File: src/rtl/puf_ctrl_pkg.sv
// Shared definitions for the arbiter-PUF evaluation sequencer:
// FSM encoding, synchroniser depth and vote-counter sizing.
package puf_ctrl_pkg;

    typedef enum logic [1:0] {
        ST_IDLE = 2'd0,
        ST_LOW  = 2'd1,
        ST_HIGH = 2'd2,
        ST_DONE = 2'd3
    } state_e;

    localparam int SYNC_STAGES = 2;

    // Enough bits to hold every count from 0 to n_votes inclusive.
    function automatic int vote_cnt_width(input int n_votes);
        return (n_votes < 1) ? 1 : $clog2(n_votes + 1);
    endfunction

endpackage

File: src/rtl/puf_vote_counter.sv
// One chain's vote tally: synchronises the asynchronous arbiter output and
// accumulates it on each sample strobe, exposing post-update vote flags.
module puf_vote_counter
    import puf_ctrl_pkg::*;
#(
    parameter int N_VOTES = 5
) (
    input  logic clk,
    input  logic rst,
    input  logic resp_i,
    input  logic clr_i,
    input  logic sample_i,
    output logic maj_next_o,
    output logic unstable_next_o
);

    localparam int CW = vote_cnt_width(N_VOTES);
    localparam logic [CW-1:0] HALF = CW'(N_VOTES / 2);
    localparam logic [CW-1:0] FULL = CW'(N_VOTES);

    logic [SYNC_STAGES-1:0] sync_q;
    logic [CW-1:0]          cnt_q;
    logic [CW-1:0]          cnt_d;

    always_comb begin
        cnt_d = cnt_q;
        if (clr_i) begin
            cnt_d = '0;
        end else if (sample_i) begin
            cnt_d = cnt_q + CW'(sync_q[SYNC_STAGES-1]);
        end
    end

    // Flags reflect the count including this cycle's sample, so the top can
    // latch the final verdict on the same edge as the last vote.
    assign maj_next_o      = (cnt_d > HALF);
    assign unstable_next_o = (cnt_d != '0) && (cnt_d != FULL);

    always_ff @(posedge clk) begin
        if (rst) begin
            sync_q <= '0;
            cnt_q  <= '0;
        end else begin
            sync_q <= {sync_q[SYNC_STAGES-2:0], resp_i};
            cnt_q  <= cnt_d;
        end
    end

endmodule

File: src/rtl/puf_eval_ctrl.sv
// Sequencer for a bank of arbiter-PUF chains: fires every chain N_VOTES times
// per challenge, majority-votes each chain and returns bits, XOR and instability.
module puf_eval_ctrl
    import puf_ctrl_pkg::*;
#(
    parameter int N_STAGES   = 8,
    parameter int N_CHAINS   = 8,
    parameter int N_VOTES    = 5,
    parameter int SETTLE_CYC = 4
) (
    input  logic                clk,
    input  logic                rst,
    input  logic                req_valid,
    output logic                req_ready,
    input  logic [N_STAGES-1:0] req_challenge,
    output logic                puf_trigger,
    output logic [N_STAGES-1:0] puf_challenge,
    input  logic [N_CHAINS-1:0] puf_resp,
    output logic                resp_valid,
    input  logic                resp_ready,
    output logic [N_CHAINS-1:0] resp_bits,
    output logic                resp_xor,
    output logic [N_CHAINS-1:0] resp_unstable
);

    if ((N_VOTES < 1) || (N_VOTES % 2 == 0)) begin : g_bad_votes
        $error("puf_eval_ctrl: N_VOTES must be odd and >= 1");
    end
    if (SETTLE_CYC < 1) begin : g_bad_settle
        $error("puf_eval_ctrl: SETTLE_CYC must be >= 1");
    end

    // The trigger-high phase is stretched by the synchroniser depth so the
    // sampled bit belongs to the current evaluation.
    localparam int HIGH_CYC = SETTLE_CYC + SYNC_STAGES;
    localparam int TW       = $clog2(HIGH_CYC + 1);
    localparam int VW       = vote_cnt_width(N_VOTES);

    state_e              state_q, state_d;
    logic [TW-1:0]       timer_q, timer_d;
    logic [VW-1:0]       vote_q, vote_d;
    logic [N_STAGES-1:0] challenge_q;
    logic                trigger_q;
    logic                req_ready_q;
    logic                resp_valid_q;
    logic [N_CHAINS-1:0] resp_bits_q;
    logic [N_CHAINS-1:0] resp_unstable_q;
    logic                resp_xor_q;

    logic                accept;
    logic                clr_votes;
    logic                sample;
    logic [N_CHAINS-1:0] maj_next;
    logic [N_CHAINS-1:0] unstable_next;

    for (genvar gi = 0; gi < N_CHAINS; gi++) begin : g_chain
        puf_vote_counter #(
            .N_VOTES(N_VOTES)
        ) u_cnt (
            .clk             (clk),
            .rst             (rst),
            .resp_i          (puf_resp[gi]),
            .clr_i           (clr_votes),
            .sample_i        (sample),
            .maj_next_o      (maj_next[gi]),
            .unstable_next_o (unstable_next[gi])
        );
    end

    always_comb begin
        state_d   = state_q;
        timer_d   = timer_q;
        vote_d    = vote_q;
        accept    = 1'b0;
        clr_votes = 1'b0;
        sample    = 1'b0;
        case (state_q)
            ST_IDLE: begin
                if (req_valid && req_ready_q) begin
                    accept    = 1'b1;
                    clr_votes = 1'b1;
                    vote_d    = '0;
                    timer_d   = '0;
                    state_d   = ST_LOW;
                end
            end
            ST_LOW: begin
                if (timer_q == TW'(SETTLE_CYC - 1)) begin
                    timer_d = '0;
                    state_d = ST_HIGH;
                end else begin
                    timer_d = timer_q + TW'(1);
                end
            end
            ST_HIGH: begin
                if (timer_q == TW'(HIGH_CYC - 1)) begin
                    sample  = 1'b1;
                    timer_d = '0;
                    vote_d  = vote_q + VW'(1);
                    state_d = (vote_q == VW'(N_VOTES - 1)) ? ST_DONE : ST_LOW;
                end else begin
                    timer_d = timer_q + TW'(1);
                end
            end
            ST_DONE: begin
                if (resp_valid_q && resp_ready) begin
                    state_d = ST_IDLE;
                end
            end
            default: state_d = ST_IDLE;
        endcase
    end

    always_ff @(posedge clk) begin
        if (rst) begin
            state_q         <= ST_IDLE;
            timer_q         <= '0;
            vote_q          <= '0;
            challenge_q     <= '0;
            trigger_q       <= 1'b0;
            req_ready_q     <= 1'b0;
            resp_valid_q    <= 1'b0;
            resp_bits_q     <= '0;
            resp_unstable_q <= '0;
            resp_xor_q      <= 1'b0;
        end else begin
            state_q     <= state_d;
            timer_q     <= timer_d;
            vote_q      <= vote_d;
            trigger_q   <= (state_d == ST_HIGH);
            req_ready_q <= (state_d == ST_IDLE);
            if (accept) begin
                challenge_q <= req_challenge;
            end
            if ((state_q == ST_HIGH) && (state_d == ST_DONE)) begin
                resp_valid_q    <= 1'b1;
                resp_bits_q     <= maj_next;
                resp_unstable_q <= unstable_next;
                resp_xor_q      <= ^maj_next;
            end else if ((state_q == ST_DONE) && (state_d == ST_IDLE)) begin
                resp_valid_q    <= 1'b0;
                resp_bits_q     <= '0;
                resp_unstable_q <= '0;
                resp_xor_q      <= 1'b0;
            end
        end
    end

    assign req_ready     = req_ready_q;
    assign puf_trigger   = trigger_q;
    assign puf_challenge = challenge_q;
    assign resp_valid    = resp_valid_q;
    assign resp_bits     = resp_bits_q;
    assign resp_xor      = resp_xor_q;
    assign resp_unstable = resp_unstable_q;

endmodule

File: config.mk
export PLATFORM = sky130hd
export DESIGN_NAME = puf_eval_ctrl
export DESIGN_NICKNAME = d
export VERILOG_FILES = /design/src/rtl/puf_ctrl_pkg.sv /design/src/rtl/puf_vote_counter.sv /design/src/rtl/puf_eval_ctrl.sv
export SDC_FILE = /design/constraint.sdc
export NUM_CORES = 1
export LEC_CHECK = 0
export BUFFER_PORTS_ARGS = -buffer_cell sky130_fd_sc_hd__buf_2
export CORE_MARGIN = 4
export CORE_UTILIZATION = 33
export DETAILED_ROUTE_END_ITERATION = 6
export PLACE_DENSITY = 0.49
export SETUP_SLACK_MARGIN = 0.5
export SLEW_MARGIN = 20
export SYNTH_ARGS = -nofsm -noshare
export SYNTH_HDL_FRONTEND = slang
export SYNTH_SLANG_ARGS = --single-unit
File: constraint.sdc
create_clock -name clk -period 6.1 [get_ports clk]
set_clock_uncertainty 0.15 [all_clocks]
set_input_delay 0.61 -clock clk [delete_from_list [all_inputs] [get_ports clk]]
set_output_delay 0.61 -clock clk [all_outputs]
set_load 0.02 [all_outputs]
# Word-level counts from Yosys, hierarchy flattened
# Index checks and enable logic that the tools add are counted.
[op_classes] add_sub_neg=10 magnitude_cmp=8 n_eq_ne=18 muxes=38 n_reduce_logical=28
[ops] operator="$mux W3" n=20
[ops] operator="$reduce_bool A3 Y1" n=9
[ops] operator="$add A3 B1 Y3" n=8
[ops] operator="$gt A3 B2 Y1 const B" n=8
[ops] operator="$mux W8" n=3
[ops] operator="$ne A3 B3 Y1 const B" n=8
[ops] operator="$logic_and A1 B1 Y1" n=12
[ops] operator="$mux W2" n=5
[ops] operator="$pmux W3 S3" n=1
[ops] operator="$eq A2 B2 Y1 const B" n=4
[ops] operator="$pmux W2 S4" n=1
[ops] operator="$reduce_xor A8 Y1" n=1
[ops] operator="$mux W1" n=7
[ops] operator="$add A3 B1 Y3 const B" n=2
[ops] operator="$eq A3 B3 Y1 const B" n=2
[ops] operator="$pmux W3 S2" n=1
[ops] operator="$logic_not A2 Y1" n=2
[ops] operator="$ne A2 B2 Y1 const B" n=2
[ops] operator="$reduce_bool A2 Y1" n=2
[ops] operator="$eq A3 B2 Y1 const B" n=1
[ops] operator="$reduce_and A3 Y1" n=1
[ops] operator="$eq A2 B1 Y1 const B" n=1
[ops] operator="$reduce_and A2 Y1" n=1
[word_totals] register_bits=76 in_bits=20 elab_cells=128

# Longest topological paths before layout
[logic_depth] depth_word=8 ltp_mapped=12 ltp_nobuf=9

# By module
# From an unflattened synthesis, not the netlist that was laid out.
[unflattened] cells_unflattened=442 area_unflattened_um2=4095.2
[by_module_without_submodules] module="puf_vote_counter" instances=8 cells_each=25 area_per_inst_um2=274.0 seq_area_each_um2=100.1
[by_module_without_submodules] module="puf_eval_ctrl" instances=1 cells_each=242 area_per_inst_um2=1903.1 seq_area_each_um2=720.7

# Worst setup path after synthesis
# No wires, ideal clock.
[synth_timing] path_kind="register to register" startpoint="register state_q[0]" endpoint="register resp_unstable_q[6] (netlist: resp_unstable[6])" setup_ns=0.128 arrival_ns=2.190 required_time_ns=5.822 setup_slack_ns=3.633 stages_incl_launch_ff=11 n_path_buf=2 synth_period_minus_slack_ns=2.467 cell_sequence="dfxtp_1 -> inv_1 -> ha_1 -> buf_2 -> nand3_1 -> buf_2 -> mux2i_1 -> xor2_1 -> or3_1 -> a32oi_1 -> nor2_1"
[synth_via] elab_chain_cells=7
[synth_lines] element="from (decl)" line="puf_eval_ctrl.sv:39" source="state_e state_q, state_d;"
[synth_lines] element="from (signal assigned)" line="puf_eval_ctrl.sv:127" source="state_q <= state_d;"
[synth_lines] element="$eq A2 B2 Y1" line="puf_eval_ctrl.sv:77, puf_eval_ctrl.sv:135"
[synth_lines] element="$mux W1" line="puf_eval_ctrl.sv:77" source="case (state_q)"
[synth_lines] element="$mux W3" line="puf_vote_counter.sv:29" source="end else if (sample_i) begin"
[synth_lines] element="$mux W3" line="puf_vote_counter.sv:27" source="if (clr_i) begin"
[synth_lines] element="$ne A3 B3 Y1 or $reduce_bool A3 Y1 (tied branches)" line="puf_vote_counter.sv:37" source="assign unstable_next_o = (cnt_d != '0) && (cnt_d != FULL);"
[synth_lines] element="$logic_and A1 B1 Y1" line="puf_vote_counter.sv:37"
[synth_lines] element="$mux W8" line="puf_eval_ctrl.sv:135" source="if ((state_q == ST_HIGH) && (state_d == ST_DONE)) begin"
[synth_lines] element="to (signal assigned)" line="puf_eval_ctrl.sv:138" source="resp_unstable_q <= unstable_next;"
[synth_lines] element="to (decl)" line="puf_eval_ctrl.sv:47" source="logic [N_CHAINS-1:0] resp_unstable_q;"
# Parallel ways exist; a longest one is shown, timed or not.
# A chain may end at the register's enable or synchronous reset.

# Worst setup path after layout
[layout_timing] startpoint="register state_q[0]" endpoint="register resp_bits_q[0] (netlist: resp_bits[0])"
[layout_via] elab_chain_cells=6
[layout_lines] element="$eq A2 B2 Y1" line="puf_eval_ctrl.sv:77, puf_eval_ctrl.sv:135"
[layout_lines] element="$mux W1" line="puf_eval_ctrl.sv:77"
[layout_lines] element="$mux W3" line="puf_vote_counter.sv:29"
[layout_lines] element="$mux W3" line="puf_vote_counter.sv:27"
[layout_lines] element="$gt A3 B2 Y1" line="puf_vote_counter.sv:36" source="assign maj_next_o = (cnt_d > HALF);"
[layout_lines] element="$mux W8" line="puf_eval_ctrl.sv:135"
[layout_lines] element="to (signal assigned)" line="puf_eval_ctrl.sv:137" source="resp_bits_q <= maj_next;"
[layout_lines] element="to (decl)" line="puf_eval_ctrl.sv:46" source="logic [N_CHAINS-1:0] resp_bits_q;"
# Parallel ways exist; a longest one is shown, timed or not.

==> run metrics <==
Die ar. 13400 sq um; worst hold path depth 1; via count of the routed design 3099; routability congestion estimate 0.774; internal power 0.000992 W; number of synthesized flops with an enable pin 0; maxcap violations 0; leakage 1.79 nW; Slew HR 37.8%; Synth Area per Inst 8.49 sq um; Initial Util 33.6%; Synth-to-Final Area Change 16.4%; Worst Setup Start Kind flip-flop; Fin Setup TNS 0 ps; Hold-fix buffers, CTS 0; max-slew violation count 0; chip height 116 um; final setup margin 2770 ps; vias in the first global route 2820; grt ovf 0; dominant cells by area after synthesis dfxtp_1 (40%), ha_1 (9.5%), nand2_1 (8.6%); initial antenna violation count 0; Top Ports 48; Synth cell types 40; critical-path cell list inv_1 > ha_1 > and3_1 > nand3_1 > a41oi_2 > and3_1 > o21ba_1 > a22oi_1 > nor2_1; clock root cell clkbuf_16; Clock Path Buffers 2; Seq pwr share 39.0%; IO Port Bufs 47; clk sink count 76; post-synthesis cell count 450; Slowest-stage cell, CP and3_1; CTS tree done; Die X 116 um; Place WS 2760 ps; vias per cell 4.89; Num CTS Buffers 9; Mapped Nets 499; DRT iter0 DRCs 103; Crit Path Category flip-flop to flip-flop; Final min period 3330 ps; final routed DRC violation total 0; Power Total 0.00140 W; post-cts sizing count 0; H-tree levels 3; CP endpoint kind flip-flop; Tightest Pin Transition 931 ps; reg2reg path depth 9; RSZ-0062 raised after global routing false; hpwl dp 5830 um; Core ar. 11400 sq um; async set-reset flop share out of synthesis 0%; Combinational Power Share 20.4%; Worst-Skew Late Latency 330 ps; first-pass GRT wire length 14400 um; top-area cell type share of the netlist area 39.8%; commonest non-fill, non-tap cell in the layout nand2_1; CP Data Arrival Time 3380 ps; worst min-delay path class flip-flop to flip-flop; Min Hold Slack 282 ps; Worst VDD drop 0.170 mV; CP Max Fanout 17; Slowest Stage Delay on Critical Path 470 ps; Final period util 54.6%; Crit path top cell by count and3_1; Final Hold Fails 0; Setup Fix Bufs, Post-CTS 0; largest net degree at the start of global routing 50; drt wl/cell 13.6 um; post-synthesis sequential area ratio 39.8%; Post-synth top flop dfxtp_1; flops & latches, synth 76; Fmax 0.300 GHz; Worst-path clk slew 60 ps; total global-route track usage 13.8%; Setup-failing EPs final 0; Sw Ratio 29.2%; most frequent cells in the layout nand2_1 (88), dfxtp_1 (76), buf_2 (47); ratio of cells with drive above 1 in the final layout 15.5%; Final Routed Wirelength 8610 um; Psw 0.000409 W; antenna cell count 0; Synth area leader dfxtp_1; Clock Power Share 40.7%; Pre-Repair DR Iteration Count 4; Pwr Density 315 nW/um^2; cell area after synthesis 3820 sq um; CP required 6150 ps; Routed Antenna Nets 0; status finished clean; row count 39; Final nets 535; Yosys warnings 0
==> sequential cells by signal, summed over array words and instances, names as in the netlist <==
signal                flops
resp_valid                1
vote_q                    3
resp_xor                  1
puf_trigger               1
resp_bits                 8
puf_challenge             8
g_chain.u_cnt.sync_q     16
resp_unstable             8
g_chain.u_cnt.cnt_q      24
timer_q                   3
state_q                   2
req_ready                 1
==> synth_stat cells, drive strengths merged, types with 4 or more instances <==
cell / n
buf: 10
o21ai: 10
nand3: 14
clkbuf: 15
ha: 29
xor2: 15
nor2b: 17
xnor2: 17
o311ai: 7
inv: 12
nand2: 88
dfxtp: 76
o221a: 7
mux2i: 9
or3: 5
a21oi: 44
a22oi: 11
o31ai: 4
nor2: 36
==> power by group through the flow <==
stage / registers, W / clock network [W] / logic [W]
after global routing: 0.000550 / 0.000611 / 0.000322
after detailed placement: 0.000557 / 0 / 0.000289
after floorplan: 0.000568 / 0 / 0.000206
after CTS: 0.000546 / 0.000587 / 0.000290
after global placement: 0.000556 / 0 / 0.000288
final: 0.000546 / 0.000570 / 0.000285
==> through the flow <==
step	std cells	area, sq um	utilization, %
after CTS	634	4450	39.1
after global placement	618	4130	36.3
after floorplan	450	3820	-
after global routing	634	4450	39.1
after detailed placement	618	4130	36.3
final	634	4450	39.1
==> area by class of cell <==
class,count,area [sq um]
Inverter,12,45.0
Clock buffer,11,243
Sequential cell,76,1520
Tap cell,143,179
Multi-Input combinational cell,337,2130
Fill cell,1163,6920
Timing Repair Buffer,50,258
Clock inverter,5,75.1
==> worst paths after layout <==
path                                          from                               endpoint  slack (ps)
max reg2reg                  state_q[0]$_SDFF_PP0_              resp_bits[0]$_SDFFE_PP0P_        2770
max                          state_q[0]$_SDFF_PP0_              resp_bits[0]$_SDFFE_PP0P_        2770
min          g_chain[0].u_cnt.sync_q[0]$_SDFF_PP0_  g_chain[0].u_cnt.sync_q[1]$_SDFF_PP0_         280
min reg2reg  g_chain[0].u_cnt.sync_q[0]$_SDFF_PP0_  g_chain[0].u_cnt.sync_q[1]$_SDFF_PP0_         280
==> layer usage <==
layer  routed length [um]  track usage (%)
met3                  440             3.08
met1                 4280             18.9
met5                    0                0
met2                 3720             20.9
met4                  164             5.80
==> critical path, delay by kind of cell, from the launching register on <==
kind                       cells  cell delay [ps]
and+or+nand+nor                4             1170
buffers and inverters          1              150
DFF                            1              350
adders and majority gates      1              420
AOI/OAI and AO/OA              3              960
==> cell families (layout without fill, tap and decap cells) <==
kind of cell             after synthesis  count (layout)  synth area share (%)
AO/OA/AOI/OAI                         94              94                  16.7
buffers and inverters                 37              78                  4.52
flip-flops                            76              76                  39.8
AND/OR/NAND/NOR                      172             172                  19.5
XOR/XNOR                              32              32                  7.33
adder cells (fa/ha/maj)               29              29                  9.49
multiplexers                          10              10                  2.65
Note: power is estimated with default switching activity, not from simulation.
